===== src/rtl/ad9826_serial_port_pkg.sv =====
// Shared register map and frame helpers for the AD9826 3-wire serial port.
// The frame layout is {rw, addr[2:0], 3'b000, data[8:0]}, sent MSB first.
package ad9826_serial_port_pkg;

    localparam logic [2:0] AD_REG_CONFIG = 3'd0;
    localparam logic [2:0] AD_REG_MUX    = 3'd1;
    localparam logic [2:0] AD_REG_PGA_R  = 3'd2;
    localparam logic [2:0] AD_REG_PGA_G  = 3'd3;
    localparam logic [2:0] AD_REG_PGA_B  = 3'd4;
    localparam logic [2:0] AD_REG_OFS_R  = 3'd5;
    localparam logic [2:0] AD_REG_OFS_G  = 3'd6;
    localparam logic [2:0] AD_REG_OFS_B  = 3'd7;

    localparam logic AD_RW_WRITE = 1'b0;
    localparam logic AD_RW_READ  = 1'b1;

    // Read frames carry zeros in the data field; the device drives those slots.
    function automatic logic [15:0] ad_frame(input logic rw, input logic [2:0] addr,
                                             input logic [8:0] data);
        return {rw, addr, 3'b000, (rw == AD_RW_READ) ? 9'd0 : data};
    endfunction

endpackage


===== src/rtl/ad9826_half_tick.sv =====
// Reloadable down-counter: tick_o is high while the count is zero, then the
// counter reloads from load_i. restart_i forces a reload at any time.
module ad9826_half_tick #(
    parameter int CNT_W = 4
) (
    input  logic             clk,
    input  logic             rst,
    input  logic             restart_i,
    input  logic [CNT_W-1:0] load_i,
    output logic             tick_o
);

    logic [CNT_W-1:0] cnt_q, cnt_d;

    always_comb begin
        cnt_d = cnt_q - 1'b1;
        if (restart_i || cnt_q == '0) begin
            cnt_d = load_i;
        end
    end

    always_ff @(posedge clk or posedge rst) begin
        if (rst) begin
            cnt_q <= '0;
        end else begin
            cnt_q <= cnt_d;
        end
    end

    assign tick_o = (cnt_q == '0);

endmodule


===== src/rtl/ad9826_serial_port.sv =====
// AD9826 serial-port master: turns one register command into a 16-bit
// SLOAD/SCLK/SDATA frame and returns the 9-bit contents on read frames.
module ad9826_serial_port
    import ad9826_serial_port_pkg::*;
#(
    parameter int HALF_DIV = 5,
    parameter int GAP_DIV  = 2
) (
    input  logic       clk,
    input  logic       rst,
    input  logic       cmd_valid,
    output logic       cmd_ready,
    input  logic       cmd_rw,
    input  logic [2:0] cmd_addr,
    input  logic [8:0] cmd_data,
    output logic       rd_valid,
    output logic [8:0] rd_data,
    output logic       busy,
    output logic       ad_sload,
    output logic       ad_sclk,
    output logic       ad_sdata_o,
    output logic       ad_sdata_oe,
    input  logic       ad_sdata_i
);

    localparam int CNT_W = $clog2(HALF_DIV * GAP_DIV);
    localparam logic [CNT_W-1:0] HALF_LOAD = CNT_W'(HALF_DIV - 1);
    localparam logic [CNT_W-1:0] GAP_LOAD  = CNT_W'(HALF_DIV * GAP_DIV - 1);

    typedef enum logic [2:0] {S_IDLE, S_SETUP, S_SHIFT, S_HOLD, S_GAP} state_t;

    state_t      state_q, state_d;
    logic [15:0] frame_q, frame_d;
    logic [3:0]  bitcnt_q, bitcnt_d;
    logic        rw_q, rw_d;
    logic [8:0]  rdsh_q, rdsh_d;
    logic [8:0]  rddata_q, rddata_d;
    logic        sload_q, sload_d;
    logic        sclk_q, sclk_d;
    logic        sdata_q, sdata_d;
    logic        oe_q, oe_d;
    logic        busy_q, busy_d;
    logic        rdv_q, rdv_d;
    logic        ready_q, ready_d;
    logic        accept;
    logic        tick;
    logic [CNT_W-1:0] cnt_load;

    assign accept   = (state_q == S_IDLE) && cmd_valid;
    assign cnt_load = (state_d == S_GAP) ? GAP_LOAD : HALF_LOAD;

    ad9826_half_tick #(.CNT_W(CNT_W)) u_half_tick (
        .clk       (clk),
        .rst       (rst),
        .restart_i (accept),
        .load_i    (cnt_load),
        .tick_o    (tick)
    );

    always_comb begin
        state_d  = state_q;
        frame_d  = frame_q;
        bitcnt_d = bitcnt_q;
        rw_d     = rw_q;
        rdsh_d   = rdsh_q;
        rddata_d = rddata_q;
        sload_d  = sload_q;
        sclk_d   = sclk_q;
        sdata_d  = sdata_q;
        oe_d     = oe_q;
        busy_d   = busy_q;
        rdv_d    = 1'b0;
        unique case (state_q)
            S_IDLE: begin
                if (accept) begin
                    frame_d  = ad_frame(cmd_rw, cmd_addr, cmd_data);
                    rw_d     = cmd_rw;
                    bitcnt_d = 4'd15;
                    state_d  = S_SETUP;
                    sload_d  = 1'b0;
                    sclk_d   = 1'b0;
                    sdata_d  = cmd_rw;
                    oe_d     = 1'b1;
                    busy_d   = 1'b1;
                end
            end
            S_SETUP: begin
                if (tick) begin
                    state_d = S_SHIFT;
                    sclk_d  = 1'b1;
                end
            end
            S_SHIFT: begin
                if (tick) begin
                    if (sclk_q) begin
                        sclk_d = 1'b0;
                        if (bitcnt_q == 4'd0) begin
                            state_d = S_HOLD;
                        end else begin
                            bitcnt_d = bitcnt_q - 4'd1;
                            sdata_d  = frame_q[bitcnt_q - 4'd1];
                            // Hand SDATA to the device once the read header is out.
                            if (rw_q == AD_RW_READ && bitcnt_q <= 4'd9) begin
                                oe_d    = 1'b0;
                                sdata_d = 1'b0;
                            end
                        end
                    end else begin
                        sclk_d = 1'b1;
                        if (rw_q == AD_RW_READ && bitcnt_q <= 4'd8) begin
                            rdsh_d = {rdsh_q[7:0], ad_sdata_i};
                        end
                    end
                end
            end
            S_HOLD: begin
                if (tick) begin
                    state_d = S_GAP;
                    sload_d = 1'b1;
                    oe_d    = 1'b0;
                    sdata_d = 1'b0;
                    if (rw_q == AD_RW_READ) begin
                        rdv_d    = 1'b1;
                        rddata_d = rdsh_q;
                    end
                end
            end
            S_GAP: begin
                if (tick) begin
                    state_d = S_IDLE;
                    busy_d  = 1'b0;
                end
            end
            default: state_d = S_IDLE;
        endcase
        ready_d = (state_d == S_IDLE);
    end

    always_ff @(posedge clk or posedge rst) begin
        if (rst) begin
            state_q  <= S_IDLE;
            frame_q  <= '0;
            bitcnt_q <= '0;
            rw_q     <= 1'b0;
            rdsh_q   <= '0;
            rddata_q <= '0;
            sload_q  <= 1'b1;
            sclk_q   <= 1'b0;
            sdata_q  <= 1'b0;
            oe_q     <= 1'b0;
            busy_q   <= 1'b0;
            rdv_q    <= 1'b0;
            ready_q  <= 1'b1;
        end else begin
            state_q  <= state_d;
            frame_q  <= frame_d;
            bitcnt_q <= bitcnt_d;
            rw_q     <= rw_d;
            rdsh_q   <= rdsh_d;
            rddata_q <= rddata_d;
            sload_q  <= sload_d;
            sclk_q   <= sclk_d;
            sdata_q  <= sdata_d;
            oe_q     <= oe_d;
            busy_q   <= busy_d;
            rdv_q    <= rdv_d;
            ready_q  <= ready_d;
        end
    end

    assign cmd_ready   = ready_q;
    assign rd_valid    = rdv_q;
    assign rd_data     = rddata_q;
    assign busy        = busy_q;
    assign ad_sload    = sload_q;
    assign ad_sclk     = sclk_q;
    assign ad_sdata_o  = sdata_q;
    assign ad_sdata_oe = oe_q;

endmodule


===== config.mk =====
export PLATFORM = sky130hd
export DESIGN_NAME = ad9826_serial_port
export DESIGN_NICKNAME = d
export VERILOG_FILES = /design/src/rtl/ad9826_serial_port_pkg.sv /design/src/rtl/ad9826_half_tick.sv /design/src/rtl/ad9826_serial_port.sv
export SDC_FILE = /design/constraint.sdc
export NUM_CORES = 1
export LEC_CHECK = 0
export ABC_CLOCK_PERIOD_IN_PS = 2400
export CAP_MARGIN = 20
export CORE_AREA = 4 4 75 77
export CTS_CLUSTER_DIAMETER = 30
export DETAILED_ROUTE_END_ITERATION = 6
export DIE_AREA = 0 0 79 81
export GPL_ROUTABILITY_DRIVEN = 1
export MAX_ROUTING_LAYER = met4
export PLACE_DENSITY = 0.74
export SYNTH_ARGS = -nofsm -noshare
export SYNTH_HDL_FRONTEND = slang
export SYNTH_HIERARCHICAL = 1
export SYNTH_SLANG_ARGS = --single-unit

===== constraint.sdc =====
create_clock -name clk -period 2.4 [get_ports clk]
set_clock_uncertainty 0.2 [all_clocks]
set_input_delay 0.36 -clock clk [delete_from_list [all_inputs] [get_ports clk]]
set_output_delay 0.36 -clock clk [all_outputs]
set_load 0.02 [all_outputs]

==> flow_summary_export.csv, run 1 <==
group,metric,value,unit
cells_and_area,syn2layout_area_growth,22.8,%
pwr,p_leak,1.35,nW
global_route,overflow,0,
outcome,outcome,"complete, no violations",
global_route,antenna_found_initial,0,
cts,root_buffer,"clkbuf_8",
worst_setup_path,reg2reg_depth,7,
worst_setup_path,path_class,"reg2reg",
floorplan,die_w,79,um
worst_setup_path,crit_path_cell_trace,"inv_1 > ha_2 > nor3b_4 > nand2_1 > a2111oi_4 > buf_4 > mux2_2",
placed_design,numPortBuffers,32,
yosys,synth_fa_ha_area_frac,0.0212,
yosys,synthFlopType,"dfrtp_1",
cts,clock_latency,0.30,ns
drt,wl,4360,um
yosys,yosys.area.top_type,"dfrtp_1",
worst_setup_path,r2r_slack,0.16,ns
worst_setup_path,rr_startpoint,"u_half_tick/cnt_q[1]$_DFF_PP0_",
sta,maxSlewViolCount,0,
cts,cts_buffers,5,
yosys,synthMuxAreaShare,0.123,
cells_and_area,finalInstanceArea,2900,um^2
worst_setup_path,required,2.39,ns
floorplan,start_util,0.471,
floorplan,pin_count,33,
yosys,synth_seq_area_share,0.520,
drt,drc,0,
sta,hold_viol,0,
yosys,synth.top_cell.area_share,0.498,
worst_setup_path,crit_cells,7,
sta,fmax,447,MHz
yosys,yosys.area_share.simple,0.167,
sta,fin_crit,2.24,ns
placed_design,routabilityCongestion,0.774,
global_route,grt_pass1_wl,7420,um
cts,cts_tree,"yes",
floorplan,std_cell_rows,26,
yosys,synth_compound_area_frac,0.110,
drt,ant_nets,0,
drt,first_pass_iters,4,
sta,hold_ws,0.0587,ns
cts,clk_pin_slew,0.09,ns
sta,setup_viol,0,
global_route,grt_max_degree,25,
yosys,ys_types,46,
sta,finalCritPeriodShare,0.933,
worst_setup_path,startpoint_type,"register",
worst_setup_path,critPathTopFamily,"flip-flops",
worst_setup_path,slowest_delay,0.40,ns
yosys,synth_top_family_by_area,"simple AND/OR/NAND/NOR gates",
yosys,yosys_warnings,6,
worst_setup_path,critical_path_buf_inv_count,2,
run,max_cap_viol_count,0,
placed_design,dpl_cell_area,2790,um^2
floorplan,core_area,5010,um^2
yosys,synth_xor_area_frac,0.0111,
worst_setup_path,cp.arrival,2.23,ns
cts,clk_path_buf_depth,2,
worst_setup_path,timing.critical_path.from,"u_half_tick/cnt_q[1]$_DFF_PP0_",
floorplan,die-area,6400,um^2
pwr,ir_drop,0.000425,V
yosys,synth_edf_count,0,
yosys,syn-cell-area,2360,um^2
yosys,synthCells,218,
cts,cts_sinks,49,
yosys,syn-num-nets,239,
worst_setup_path,cp-end-kind,"register",
floorplan,die_h,81,um
pwr,p_total,0.00255,W
cells_and_area,drive_above_1_share,0.205,
placed_design,hpwlAfterDp,3280,um
yosys,syn_area_per_cell,10.8,um^2
drt,drtIter0Drc,83,
cells_and_area,nets,279,
cells_and_area,antenna_cells,0,
global_route,globalRouteTotalUtil,0.152,
cells_and_area,fin_cells,329,
yosys,ys_top_cells_by_area,"dfrtp_1 50%, mux2_2 8.6%, nand2_1 4.9%",
cts,hold_buffers,0,
sta,tns,0,ns
yosys,async_flop_share,1.00,
worst_setup_path,cp-endpoint,"rdsh_q[3]$_DFFE_PP0P_",
worst_setup_path,r2r_end,"rdsh_q[3]$_DFFE_PP0P_",
worst_hold_path,hold_class,"in2async",
drt,num_vias,1679,
worst_setup_path,cpMaxStageDelayCell,"dfrtp_1",
worst_setup_path,cp_max_fo,5,
global_route,grt_pass1_vias,1638,
placed_design,dp_cells,319,
drt,routedWlPerCell,13.3,um
drt,vias_per_cell,5.10,
cts,ctsHtreeMaxLevel,2,
yosys,ys_ff_latch,49,
sta,rsz0062_at_grt,"no",
pwr,power_density,879,nW/um^2
-- cell usage after synthesis (4+ instances only) --
library cell	n
inv_1	13
nor2_1	10
a21oi_1	5
dfrtp_1	47
ha_1	4
mux2_2	18
nand2_1	31
nand3_1	6
o21ai_0	16
clkbuf_1	7
nand2b_1	13
-- layer usage --
metal  share of wire  global-route usage  routed length [um]
met5               0                   -                   0
met2            0.49               0.248                2150
met3           0.041              0.0421                 178
met4          0.0092              0.0412                  40
met1            0.46               0.187                2000
-- stage by stage --
stage	util	setup slack [ns]
floorplan	-	-0.0286
global placement	0.556	0.151
detailed placement	0.556	0.0929
CTS	0.574	0.0715
global route	0.579	0.00986
finish	0.579	0.161
-- timing repair --
| action | CTS | global route |
|---|---|---|
| setup endpoints to repair | 0 | 20 |
| gates resized for setup | 0 | 4 |
| buffers inserted | 0 | 1 |
-- power by group --
part           internal [W]  leakage [nW]  total, W  switching [W]
combinational      0.000423         0.682  0.000871       0.000448
sequential          0.00101         0.622   0.00120       0.000183
clock              0.000207        0.0445  0.000483       0.000276
-- cells by family after synthesis --
| family | count (synthesis) |
|---|---|
| AND/OR/NAND/NOR | 75 |
| flip-flops | 49 |
| AO/OA/AOI/OAI | 39 |
| buffers and inverters | 24 |
| multiplexers | 23 |
| adder cells (fa/ha/maj) | 4 |
| XOR/XNOR | 3 |
| other | 1 |
-- cell type report --
type,count,area [um^2]
clock inverters,3,21.3
inverters,13,48.8
flip-flops and latches,49,1230
clock buffers,5,68.8
well taps,70,87.6
fillers,462,2110
repair buffers,44,414
multi-input cells,145,1030
-- worst min-delay path by stage --
| stage | from | endpoint | slack, ns | cells past startpoint |
|---|---|---|---|---|
| final | rst | state_q[2]$_DFF_PP0_ | 0.06 | 2 |
| after global routing | rst | state_q[2]$_DFF_PP0_ | 0.04 | 2 |
| after CTS | rst | state_q[2]$_DFF_PP0_ | 0.05 | 2 |
| after detailed placement | frame_q[13]$_DFFE_PP0P_ | frame_q[13]$_DFFE_PP0P_ | 0.26 | 2 |
| after global placement | frame_q[13]$_DFFE_PP0P_ | frame_q[13]$_DFFE_PP0P_ | 0.26 | 2 |
| after floorplan | rst | u_half_tick/cnt_q[0]$_DFF_PP0_ | -0.07 | 1 |
-- cells in the final DEF (no fill, tap or decap), drive strengths merged, types with 4 or more instances in the layout --
master         Yosys  routed
dfrtp             47      47
clkdlybuf4s50      0      32
nand2             32      32
mux2              18      18
o21ai             17      17
nand2b            14      14
inv               13      13
buf                4      12
nor2              11      11
nand3              6       6
a21oi              5       5
clkbuf             7       5
ha                 4       4
-- flip-flops by register name, indices dropped and copies added, names as in the netlist, 3 cells and up --
register	cells
frame_q	12
rdsh_q	9
u_half_tick/cnt_q	4
rd_data	9
bitcnt_q	4
state_q	3
Power figures use the tool's default switching activity.
==> run 2, diff against run 1 <==
--- a/config.mk
+++ b/config.mk
@@ -5,15 +5,15 @@
 export SDC_FILE = /design/constraint.sdc
 export NUM_CORES = 1
 export LEC_CHECK = 0
-export ABC_CLOCK_PERIOD_IN_PS = 2400
+export ABC_CLOCK_PERIOD_IN_PS = 2390
 export CAP_MARGIN = 20
-export CORE_AREA = 4 4 75 77
+export CORE_AREA = 4 4 72 74
 export CTS_CLUSTER_DIAMETER = 30
 export DETAILED_ROUTE_END_ITERATION = 6
-export DIE_AREA = 0 0 79 81
+export DIE_AREA = 0 0 76 78
 export GPL_ROUTABILITY_DRIVEN = 1
 export MAX_ROUTING_LAYER = met4
-export PLACE_DENSITY = 0.74
+export PLACE_DENSITY_LB_ADDON = 0.2
 export SYNTH_ARGS = -nofsm -noshare
 export SYNTH_HDL_FRONTEND = slang
 export SYNTH_HIERARCHICAL = 1
==> constraint.sdc (replaced) <==
create_clock -name clk -period 2.39 [get_ports clk]
set_clock_uncertainty 0.2 [all_clocks]
set_input_delay 0.3585 -clock clk [delete_from_list [all_inputs] [get_ports clk]]
set_output_delay 0.3585 -clock clk [all_outputs]
set_load 0.02 [all_outputs]
==> run 2 against run 1 <==
  * Core utilization up 4.9 points
  * Critical path depth stayed put
  * Final cell count is 5.8% lower
  * First-iteration DRC count is 49% lower
  * Combinational power is 3.7% lower
  * Die area decreased by 7.4%
  * Largest cell class unchanged
  * Design area decreased by 0.43%
  * Worst setup slack got worse by 0.040 ns
  * Highest routed layer unchanged
==> flow_summary_export.csv, run 2 (synthesis results as in run 1) <==
group,metric,value,unit
outcome,outcome,"complete, no violations",
pwr,switching_share,0.335,
drt,drtIter0Drc,42,
drt,first_pass_iters,4,
cells_and_area,nets,276,
worst_setup_path,startpoint_type,"register",
drt,num_vias,1646,
global_route,overflow,0,
worst_setup_path,reg2reg_depth,7,
worst_setup_path,cp-end-kind,"register",
placed_design,numPortBuffers,32,
cts,root_buffer,"clkbuf_8",
pwr,p_leak,1.35,nW
cts,cts_tree,"yes",
sta,fin_crit,2.27,ns
floorplan,die_w,76,um
pwr,intPower,0.00176,W
floorplan,std_cell_rows,25,
cells_and_area,regMostFlops,"frame_q",
cts,hold_buffers,0,
global_route,grt_pass1_vias,1602,
placed_design,dpl_cell_area,2750,um^2
sta,fmax,441,MHz
worst_setup_path,cp.arrival,2.26,ns
worst_setup_path,r2r_slack,0.12,ns
worst_setup_path,r2r_end,"rdsh_q[1]$_DFFE_PP0P_",
global_route,grt_pass1_wl,7190,um
pwr,switchingPower,0.000890,W
cells_and_area,drive_above_1_share,0.195,
sta,hold_viol,0,
sta,finalCritPeriodShare,0.950,
cells_and_area,antenna_cells,0,
run,max_cap_viol_count,0,
sta,setup_viol,0,
global_route,antenna_found_initial,0,
cts,ctsHtreeMaxLevel,2,
cells_and_area,syn2layout_area_growth,22.3,%
drt,drc,0,
pwr,p_total,0.00266,W
floorplan,pin_count,33,
pwr,power_density,919,nW/um^2
cts,clk_pin_slew,0.09,ns
cells_and_area,largest_register_ffs,12,
worst_setup_path,path_class,"reg2reg",
cts,clk_path_buf_depth,2,
cts,cts_buffers,5,
drt,routedWlPerCell,13.3,um
worst_setup_path,rr_startpoint,"u_half_tick/cnt_q[0]$_DFF_PP0_",
floorplan,start_util,0.513,
pwr,p_comb_frac,0.316,
worst_hold_path,hold_class,"in2async",
sta,rsz0062_at_grt,"yes",
sta,tns,0,ns
cells_and_area,layout_common_cells,"47 x dfrtp_1, 32 x clkdlybuf4s50_1, 30 x nand2_1",
floorplan,die-area,5930,um^2
sta,maxSlewViolCount,0,
pwr,ir_drop,0.000477,V
cells_and_area,fin_cells,310,
worst_setup_path,cp_max_fo,9,
cts,clock_latency,0.30,ns
global_route,globalRouteTotalUtil,0.155,
pwr,p_clk_frac,0.232,
worst_setup_path,required,2.38,ns
placed_design,routabilityCongestion,0.811,
placed_design,dp_cells,301,
drt,wl,4140,um
global_route,grt_max_degree,25,
floorplan,core_area,4600,um^2
drt,vias_per_cell,5.31,
pwr,pwr-share-seq,0.452,
cts,cts_sinks,49,
cells_and_area,finalInstanceArea,2890,um^2
placed_design,hpwlAfterDp,3020,um
drt,ant_nets,0,
cells_and_area,mostFrequentLayoutCell,"dfrtp_1",
floorplan,die_h,78,um
==> run 2: changes by cell type in the layout (fill, tap and decap cells not counted) <==
cell	change
bufinv_16	+1
buf_4	-3
inv_6	-1
clkbuf_8	+1
clkinv_2	-1
==> run 2: what timing repair did <==
item | 4_1_cts | 5_1_grt
buffers inserted | 0 | 1
setup endpoints to repair | 0 | 19
resized for setup | 0 | 3
==> run 2: how the worst max path moves through the flow <==
stage	startpoint	endpoint	slack, ns	cells after the start
after detailed placement	u_half_tick/cnt_q[0]$_DFF_PP0_	rd_data[6]$_DFFE_PP0P_	0.07	7
final	u_half_tick/cnt_q[0]$_DFF_PP0_	rdsh_q[1]$_DFFE_PP0P_	0.12	7
after global routing	u_half_tick/cnt_q[0]$_DFF_PP0_	rdsh_q[3]$_DFFE_PP0P_	-0.01	7
after global placement	u_half_tick/cnt_q[0]$_DFF_PP0_	rdsh_q[1]$_DFFE_PP0P_	0.12	7
after CTS	u_half_tick/cnt_q[0]$_DFF_PP0_	rdsh_q[1]$_DFFE_PP0P_	0.07	7
after floorplan	u_half_tick/cnt_q[0]$_DFF_PP0_	rdsh_q[0]$_DFFE_PP0P_	-0.04	7
==> run 2: per-stage QoR <==
stage / worst slack (ns) / hold WS (ns) / utilization
after global routing: -0.0149 / 0.0641 / 0.628
after global placement: 0.118 / 0.255 / 0.598
final: 0.120 / 0.0665 / 0.628
after CTS: 0.0659 / 0.0614 / 0.624
after detailed placement: 0.0742 / 0.266 / 0.598
after floorplan: -0.0386 / -0.0754 / -
==> run 2: power by group through the flow <==
stage | Combinational, W | Clock, W | Sequential [W]
after floorplan | 0.000643 | 0 | 0.00118
after global placement | 0.000817 | 0 | 0.00121
after detailed placement | 0.000831 | 0 | 0.00121
after CTS | 0.000836 | 0.000633 | 0.00120
after global routing | 0.000949 | 0.000663 | 0.00123
final | 0.000839 | 0.000616 | 0.00120
==> run 2: metal layers <==
layer  GRT usage  vias up  wire (um)
met4      0.0587        0         71
met3      0.0394        6        166
met2       0.252       28       1980
met1       0.184      790       1920
met5           -        -          0
li1            -      822          -
==> run 2: cell type report <==
cell class	count	area (um^2)
Clock inverter	2	37.5
Timing Repair Buffer	41	392
Clock buffer	6	82.6
Inverter	13	48.8
Sequential cell	49	1230
Fill cell	389	1710
Tap cell	54	67.6
Multi-Input combinational cell	145	1030
==> run 2: worst max-delay path, stage by stage (launching register included) <==
cell	delay, ns
dfrtp_1	0.42
inv_1	0.07
ha_2	0.21
nor3b_4	0.26
nand2_1	0.13
a2111oi_4	0.35
buf_6	0.19
mux2_2	0.33
